### src/rtl/npu_pkg.sv
// Shared widths, conv FSM state encoding and frame bookkeeping for the NPU datapath.
package npu_pkg;

  localparam int PIX_W  = 8;
  localparam int WGT_W  = 8;
  localparam int BIAS_W = 16;
  localparam int ACC_W  = 22;
  localparam int PROD_W = PIX_W + WGT_W;

  typedef enum logic [2:0] {
    IDLE   = 3'd0,
    LOAD_W = 3'd1,
    RUN    = 3'd2,
    FLUSH  = 3'd3,
    DONE   = 3'd4
  } conv_state_t;

  function automatic int unsigned num_results(input int unsigned w, input int unsigned h);
    return (w - 2) * (h - 2);
  endfunction

endpackage

### src/rtl/conv_line_buffer.sv
// One image row of delay: dout is the pixel pushed DEPTH accepted pixels ago.
module conv_line_buffer
  import npu_pkg::*;
#(
  parameter int DEPTH = 28
) (
  input  logic                    clk,
  input  logic                    en,
  input  logic signed [PIX_W-1:0] din,
  output logic signed [PIX_W-1:0] dout
);

  logic signed [PIX_W-1:0] mem [DEPTH];

  assign dout = mem[DEPTH-1];

  // Contents are not reset; the window valid logic in the parent masks stale rows.
  always_ff @(posedge clk) begin
    if (en) begin
      mem[0] <= din;
      for (int unsigned i = 1; i < DEPTH; i++) begin
        mem[i] <= mem[i-1];
      end
    end
  end

endmodule

### src/rtl/conv2d_3x3.sv
// Streaming 3x3 valid convolution: line buffers + window, two-stage multiply/accumulate.
module conv2d_3x3
  import npu_pkg::*;
#(
  parameter int IMG_WIDTH  = 28,
  parameter int IMG_HEIGHT = 28
) (
  input  logic                     clk,
  input  logic                     rst_n,
  input  logic                     start_signal,
  input  logic                     weight_valid,
  input  logic signed [WGT_W-1:0]  weight_in,
  input  logic signed [BIAS_W-1:0] bias_in,
  input  logic                     pixel_valid,
  input  logic signed [PIX_W-1:0]  pixel_in,
  output logic signed [ACC_W-1:0]  result_out,
  output logic                     result_valid,
  output logic                     done_signal,
  output logic                     busy
);

  localparam int XW = $clog2(IMG_WIDTH);
  localparam int YW = $clog2(IMG_HEIGHT);

  conv_state_t state, next_state;

  logic [3:0]              wcnt;
  logic [XW-1:0]           x;
  logic [YW-1:0]           y;
  logic signed [WGT_W-1:0] w [9];
  logic signed [BIAS_W-1:0] bias;
  logic signed [PIX_W-1:0] win [9];
  logic signed [PIX_W-1:0] row1, row2;
  logic signed [PROD_W-1:0] prod [9];
  logic signed [ACC_W-1:0] sum_c;
  logic                    win_valid, prod_valid;
  logic                    start_acc, w_acc, p_acc, last_w, last_p, x_last;

  assign start_acc = (state == IDLE) && start_signal;
  assign w_acc     = (state == LOAD_W) && weight_valid;
  assign p_acc     = (state == RUN) && pixel_valid;
  assign last_w    = (wcnt == 4'd8);
  assign x_last    = (x == XW'(IMG_WIDTH - 1));
  assign last_p    = x_last && (y == YW'(IMG_HEIGHT - 1));

  always_comb begin
    next_state  = state;
    done_signal = 1'b0;
    busy        = (state != IDLE);
    case (state)
      IDLE:   if (start_signal) next_state = LOAD_W;
      LOAD_W: if (weight_valid && last_w) next_state = RUN;
      RUN:    if (pixel_valid && last_p) next_state = FLUSH;
      // The final result is on the output when nothing remains behind it.
      FLUSH:  if (result_valid && !prod_valid && !win_valid) next_state = DONE;
      DONE: begin
        done_signal = 1'b1;
        next_state  = IDLE;
      end
      default: next_state = IDLE;
    endcase
  end

  always_ff @(posedge clk or negedge rst_n) begin
    if (!rst_n) begin
      state <= IDLE;
      wcnt  <= '0;
      x     <= '0;
      y     <= '0;
      bias  <= '0;
      for (int unsigned i = 0; i < 9; i++) w[i] <= '0;
    end else begin
      state <= next_state;
      if (start_acc) begin
        bias <= bias_in;
        wcnt <= '0;
        x    <= '0;
        y    <= '0;
      end
      if (w_acc) begin
        w[wcnt] <= weight_in;
        wcnt    <= wcnt + 4'd1;
      end
      if (p_acc) begin
        if (x_last) begin
          x <= '0;
          y <= y + YW'(1);
        end else begin
          x <= x + XW'(1);
        end
      end
    end
  end

  conv_line_buffer #(.DEPTH(IMG_WIDTH)) u_lb0 (
    .clk  (clk),
    .en   (p_acc),
    .din  (pixel_in),
    .dout (row1)
  );

  conv_line_buffer #(.DEPTH(IMG_WIDTH)) u_lb1 (
    .clk  (clk),
    .en   (p_acc),
    .din  (row1),
    .dout (row2)
  );

  // Window index is ky*3+kx; the newest column enters at kx=2.
  always_ff @(posedge clk) begin
    if (p_acc) begin
      for (int unsigned r = 0; r < 3; r++) begin
        win[r*3]   <= win[r*3+1];
        win[r*3+1] <= win[r*3+2];
      end
      win[2] <= row2;
      win[5] <= row1;
      win[8] <= pixel_in;
    end
    for (int unsigned i = 0; i < 9; i++) begin
      prod[i] <= PROD_W'(w[i]) * PROD_W'(win[i]);
    end
  end

  always_comb begin
    sum_c = ACC_W'(bias);
    for (int unsigned i = 0; i < 9; i++) begin
      sum_c = sum_c + ACC_W'(prod[i]);
    end
  end

  always_ff @(posedge clk or negedge rst_n) begin
    if (!rst_n) begin
      win_valid    <= 1'b0;
      prod_valid   <= 1'b0;
      result_valid <= 1'b0;
      result_out   <= '0;
    end else begin
      win_valid    <= p_acc && (x >= XW'(2)) && (y >= YW'(2));
      prod_valid   <= win_valid;
      result_valid <= prod_valid;
      if (prod_valid) result_out <= sum_c;
    end
  end

endmodule

### config.mk
export PLATFORM = sky130hd
export DESIGN_NAME = conv2d_3x3
export DESIGN_NICKNAME = d
export VERILOG_FILES = /design/src/rtl/npu_pkg.sv /design/src/rtl/conv_line_buffer.sv /design/src/rtl/conv2d_3x3.sv
export SDC_FILE = /design/constraint.sdc
export NUM_CORES = 2
export LEC_CHECK = 0
export BUFFER_PORTS_ARGS = -buffer_cell sky130_fd_sc_hd__buf_2
export CAP_MARGIN = 20
export CORE_MARGIN = 8
export CORE_UTILIZATION = 58
export CTS_CLUSTER_SIZE = 16
export DETAILED_ROUTE_END_ITERATION = 12
export HOLD_SLACK_MARGIN = 0.05
export PLACE_DENSITY = 0.74
export SKIP_LAST_GASP = 1
export SLEW_MARGIN = 0
export SYNTH_ARGS = -nofsm -noshare
export SYNTH_HDL_FRONTEND = slang
export SYNTH_SLANG_ARGS = --single-unit
### constraint.sdc
create_clock -name clk -period 15.5 [get_ports clk]
set_clock_uncertainty 0.2 [all_clocks]
set_input_delay 0 -clock clk [delete_from_list [all_inputs] [get_ports clk]]
set_output_delay 0 -clock clk [all_outputs]
set_load 0.02 [all_outputs]
Word level (Yosys, flattened, before mapping)
Memory sizes are Yosys's and may differ from the RTL's. Index checks and enable logic that the tools add are counted.

Bits in registers: 130. Memory bits (writable): 664. Input bits: 37. Output and inout bits: 25. Word-level logic and storage cells: 96. Memories: 4.

Memory list: u_lb0.mem (depth 28, bits a word 8, rd ports 28, clocked after Yosys merged registers in 0, wr ports 28, RTL line conv_line_buffer.sv:13) `logic signed [PIX_W-1:0] mem [DEPTH];`; u_lb1.mem (depth 28, bits a word 8, rd ports 28, clocked after Yosys merged registers in 0, wr ports 28, RTL line conv_line_buffer.sv:13); prod (depth 9, bits a word 16, rd ports 9, clocked after Yosys merged registers in 0, wr ports 9, RTL line conv2d_3x3.sv:34) `logic signed [PROD_W-1:0] prod [9];`; win (depth 9, bits a word 8, rd ports 9, clocked after Yosys merged registers in 0, wr ports 9, RTL line conv2d_3x3.sv:32) `logic signed [PIX_W-1:0] win [9];`.

$add $sub $neg: 12. $mul: 9. $lt $le $gt $ge: 4. Eq/ne operators: 11. Muxes and demuxes: 19. Bitwise gates (word level): 1. Reduce and logical (&&, ||, !) cells: 18.

Operators with widths (number): multiplier 8 x 8 -> 16 bit (9); bitwise mux 72 bit (1); adder 22 x 16 -> 22 bit (3); demux 8 bit (select 4 bit) (1); 2-to-1 mux 5 bit (6); adder 21 x 16 -> 22 bit (1); adder 20 x 16 -> 21 bit (1); adder 19 x 16 -> 20 bit (1); adder 18 x 16 -> 19 bit (1); adder 17 x 16 -> 18 bit (1); adder 16 x 16 -> 17 bit (1); 2-to-1 mux 3 bit (4); one-hot mux 3 bit (4 select lines) (1); logical AND 1 bit (11); adder 5 x 1 -> 5 bit, second input constant (2); equality test 5 bit, second input constant (2); greater-or-equal comparator 5 x 2 -> 1 bit, second input constant (2); 2-to-1 mux 4 bit (2); 2-to-1 mux 8 bit (1); equality test 3 x 2 -> 1 bit, second input constant (2); greater-or-equal comparator 5 bit, second input constant (1); < comparator 5 x 1 -> 1 bit, second input constant (1); inverter 4 -> 5 bit (1); adder 4 x 1 -> 4 bit, second input constant (1); 11 further kinds (17).

Depth between registers and ports, before layout
Word-level depth: 9. Mapped depth: 19. Gate-level depth less buffers: 18.

Hierarchy
A second synthesis with hierarchy kept.

Cell total of the unflattened synthesis: 3967. Area total of the unflattened synthesis: 50080.5 µm².

By module, submodules not included: conv2d_3x3 (times used 1, cells an instance 3503, area each 36507.5 µm², seq. area each 8298.0 µm²); conv_line_buffer (times used 2, cells an instance 232, area each 6786.5 µm², seq. area each 6726.5 µm²).

Worst setup path after synthesis
No wires, ideal clock.

Path kind: flip-flop to flip-flop. Start: reg state[1]. End: reg y[3]. Library setup time: 0.136 ns. Data arrival time: 6.936 ns. Required time: 15.164 ns. Path slack: 8.229 ns. Stages on the path, launching flop included: 8. Buffers on the path: 2. Clock period less this slack: 7.271 ns. Path through: dfrtp_1 -> clkbuf_1 -> nand4bb_1 -> clkbuf_1 -> inv_2 -> nor2_1 -> o21ai_0 -> o41ai_1.

Elaborated cells between the ends (all ways): 7. Classes of those cells: eq/ne: 1; mux: 3; reduce/logical: 3.

RTL lines: from (decl) (RTL line conv2d_3x3.sv:25) `conv_state_t state, next_state;`; from (signal assigned) (RTL line conv2d_3x3.sv:73) `state <= next_state;`; equality test 3 x 2 -> 1 bit (RTL line conv2d_3x3.sv:41) `assign p_acc = (state == RUN) && pixel_valid;`; logical AND 1 bit (RTL line conv2d_3x3.sv:41); named net p_acc (RTL line conv2d_3x3.sv:37) `logic start_acc, w_acc, p_acc, last_w, last_p, x_last;`; 2-to-1 mux 5 bit (RTL line conv2d_3x3.sv:84) `if (p_acc) begin`; to (signal assigned) (RTL line conv2d_3x3.sv:87) `y <= y + YW'(1);`; to (decl) (RTL line conv2d_3x3.sv:29) `logic [YW-1:0] y;`.

The timed path passes the listed nets, and every way through them passes these cells. A chain may end at the register's enable or synchronous reset.

==> impl_metrics.env <==
export IMPL_syn_nets=4850
export IMPL_fin_crit_sh_pct=34.1
export IMPL_grt_first_pass_wirelength_mm=163
export IMPL_max_slew_margin_pct=27.2
export IMPL_ys_seq_area_share_pct=41.9
export IMPL_postCtsResizedCells=0
export IMPL_area_growth_pct=10.9
export IMPL_ys_ff_latch=746
export IMPL_layout_area_seq_um2=20300
export IMPL_final_net_count=5061
export IMPL_cts_made_buffers=79
export IMPL_synthDistinctLibCells=70
export IMPL_antenna_found_initial=11
export IMPL_wire_per_inst_um=19.0
export IMPL_grt_overflow=0
export IMPL_clkSinkCount=746
export IMPL_clk_pin_slew_ps=60
export IMPL_setup_violations_final=0
export IMPL_ant_nets=0
export IMPL_synthFlopType="edfxtp_1"
export IMPL_core_area_um2=83200
export IMPL_synth_edf_count=472
export IMPL_ctsHoldBuffers=87
export IMPL_drt_pass1_iterations=5
export IMPL_synthCells=3891
export IMPL_fillCellCount=6146
export IMPL_drcViolationCount=0
export IMPL_multi_input_area_um2=25000
export IMPL_hold_viol_final=0
export IMPL_place_congestion=0.900
export IMPL_synth_area_um2=48400
export IMPL_rsz0062_at_grt="no"
export IMPL_worst_pin_slew_ps=1090
export IMPL_grt_use_met3_pct=4.31
export IMPL_fmax_ghz=0.189
export IMPL_crit_required_ps=15810
export IMPL_die_x_um=305
export IMPL_rows=106
export IMPL_die_area_um2=93000
export IMPL_netlist_area_leader_share_pct=29.3
export IMPL_fin_ws_ps=10220
export IMPL_viasPerCell=5.33
export IMPL_worstPathArrival_ps=5590
export IMPL_maxCapViolations=0
export IMPL_drive_above_1_share_pct=7.05
export IMPL_synthTopCellsByArea="edfxtp_1, fa_1, ha_1"
export IMPL_grt_pass1_vias=30014
export IMPL_postSynth_asyncResetShare_pct=17.4
export IMPL_portBuffers=61
export IMPL_setup_tns_ps=0
export IMPL_dp_cells=5014
export IMPL_fin_crit_ps=5280
export IMPL_routed_wl_mm=99.8
export IMPL_cts_root_buf="clkbuf_16"
export IMPL_use_met1_pct=29.5
export IMPL_hold_class="in2reg"
export IMPL_busiest_layer="met2"
export IMPL_cts_buffer_depth=3
export IMPL_crit_type="reg2reg"
export IMPL_start_kind="flop"
export IMPL_final_common_cell="inv_1"
export IMPL_start_util_pct=58.2
export IMPL_num_io_pins=62
export IMPL_syn_area_per_cell_um2=12.4
export IMPL_vias=27981
export IMPL_crit_fanout=6
export IMPL_cts_tree="done"
export IMPL_dp_slack_ps=10280
export IMPL_grtUsageTotal_pct=22.2
export IMPL_yosys_warnings=0
export IMPL_synth_top_area_cell="edfxtp_1"
export IMPL_post_cts_buffers=0
export IMPL_grt_max_degree=202
export IMPL_status="finished, final reports clean"
export IMPL_clock_latency_ps=650
export IMPL_dp_hpwl_mm=73.0
export IMPL_end_kind="flop"
export IMPL_die_h_um=305
export IMPL_grt_util_met2_pct=35.5
export IMPL_first_iter_violations=1826
export IMPL_drv_slew=0
export IMPL_layout_common_cells="inv_1, fa_1, edfxtp_1, and2_1, ha_1"
export IMPL_htree_levels=3
export IMPL_fin_cells=5251
==> critical path, cell delays in order, from the launching register on <==
cell and delay, ps:
dfxtp_1 360, fa_1 590, inv_1 100, fa_1 580, inv_1 80, fa_1 480
fa_1 500, inv_1 50, fa_1 470, inv_1 40, ha_1 400, nand2_1 140
a2111oi_0 500, o21ai_0 190, nand3_1 130, xor2_1 70, mux2_2 260
==> routing by layer <==
| metal | wire (um) | part of all wire, % |
|---|---|---|
| met5 | 46 | 0.046 |
| met4 | 4970 | 5.0 |
| met3 | 5860 | 5.9 |
| met2 | 46600 | 47 |
| met1 | 42300 | 42 |
==> stage by stage <==
stage	hold slack, ps	cell area, um^2	util, %
final	152	53700	64.6
after detailed placement	-57.0	50100	60.2
after global routing	196	53700	64.6
after CTS	123	53700	64.6
after global placement	-62.8	50100	60.2
after floorplan	-496	48400	-
==> worst paths after layout <==
check	startpoint	end	slack [ps]	cells after the start
max	prod[0][111]	result_out[19]	10220	16
min	weight_valid	wcnt[1]	150	6
max reg2reg	prod[0][111]	result_out[19]	10220	16
min reg2reg	u_lb1.mem[24][6]	u_lb1.mem[25][6]	200	0
max in group asynchronous	rst_n	result_out[9]	14150	4
min in group asynchronous	rst_n	x[1]	310	4
==> cell type report <==
| class | count | area share, % |
|---|---|---|
| Sequential cell | 746 | 37.8 |
| Tap cell | 1080 | 2.52 |
| Clock buffer | 100 | 3.90 |
| Antenna cell | 3 | 0.0140 |
| Inverter | 796 | 5.58 |
| Timing Repair Buffer | 154 | 2.34 |
| Clock inverter | 47 | 1.21 |
| Multi-Input combinational cell | 2325 | 46.6 |
==> cell usage after synthesis, drive strengths merged, types with 58 or more instances <==
cell type and number:
inv 796, fa 628, edfxtp 472, and2 339, ha 294, nand2 254
dfxtp 144, xnor2 137, dfrtp 130, mux2 90, nor2 90, o21ai 83
nand2b 69, a21oi 58
==> state kept, by name, summed over array words and instances (netlist names) <==
| signal | count |
|---|---|
| prod | 144 |
| win_valid | 1 |
| wcnt | 4 |
| state | 3 |
| prod_valid | 1 |
| result_valid | 1 |
| u_lb0.mem | 224 |
| y | 5 |
| x | 5 |
| w | 72 |
| result_out | 22 |
| win | 48 |
| u_lb1.mem | 200 |
| bias | 16 |
==> logic make-up (layout without fill, tap and decap cells) <==
group / Yosys count / in the layout / share of synthesized area [%]
AOI/OAI and AO/OA: 262 / 262 / 3.48
muxes: 90 / 90 / 2.09
xor gates and xnor gates: 157 / 157 / 2.84
buffers and inverters: 820 / 1097 / 6.36
other: 0 / 3 / 0
adders and majority gates: 922 / 922 / 33.5
and+or+nand+nor: 894 / 894 / 9.75
DFF: 746 / 746 / 41.9
Power is not shown: default switching activity piles up to over one toggle a cycle in this logic, so the estimate is an artifact.
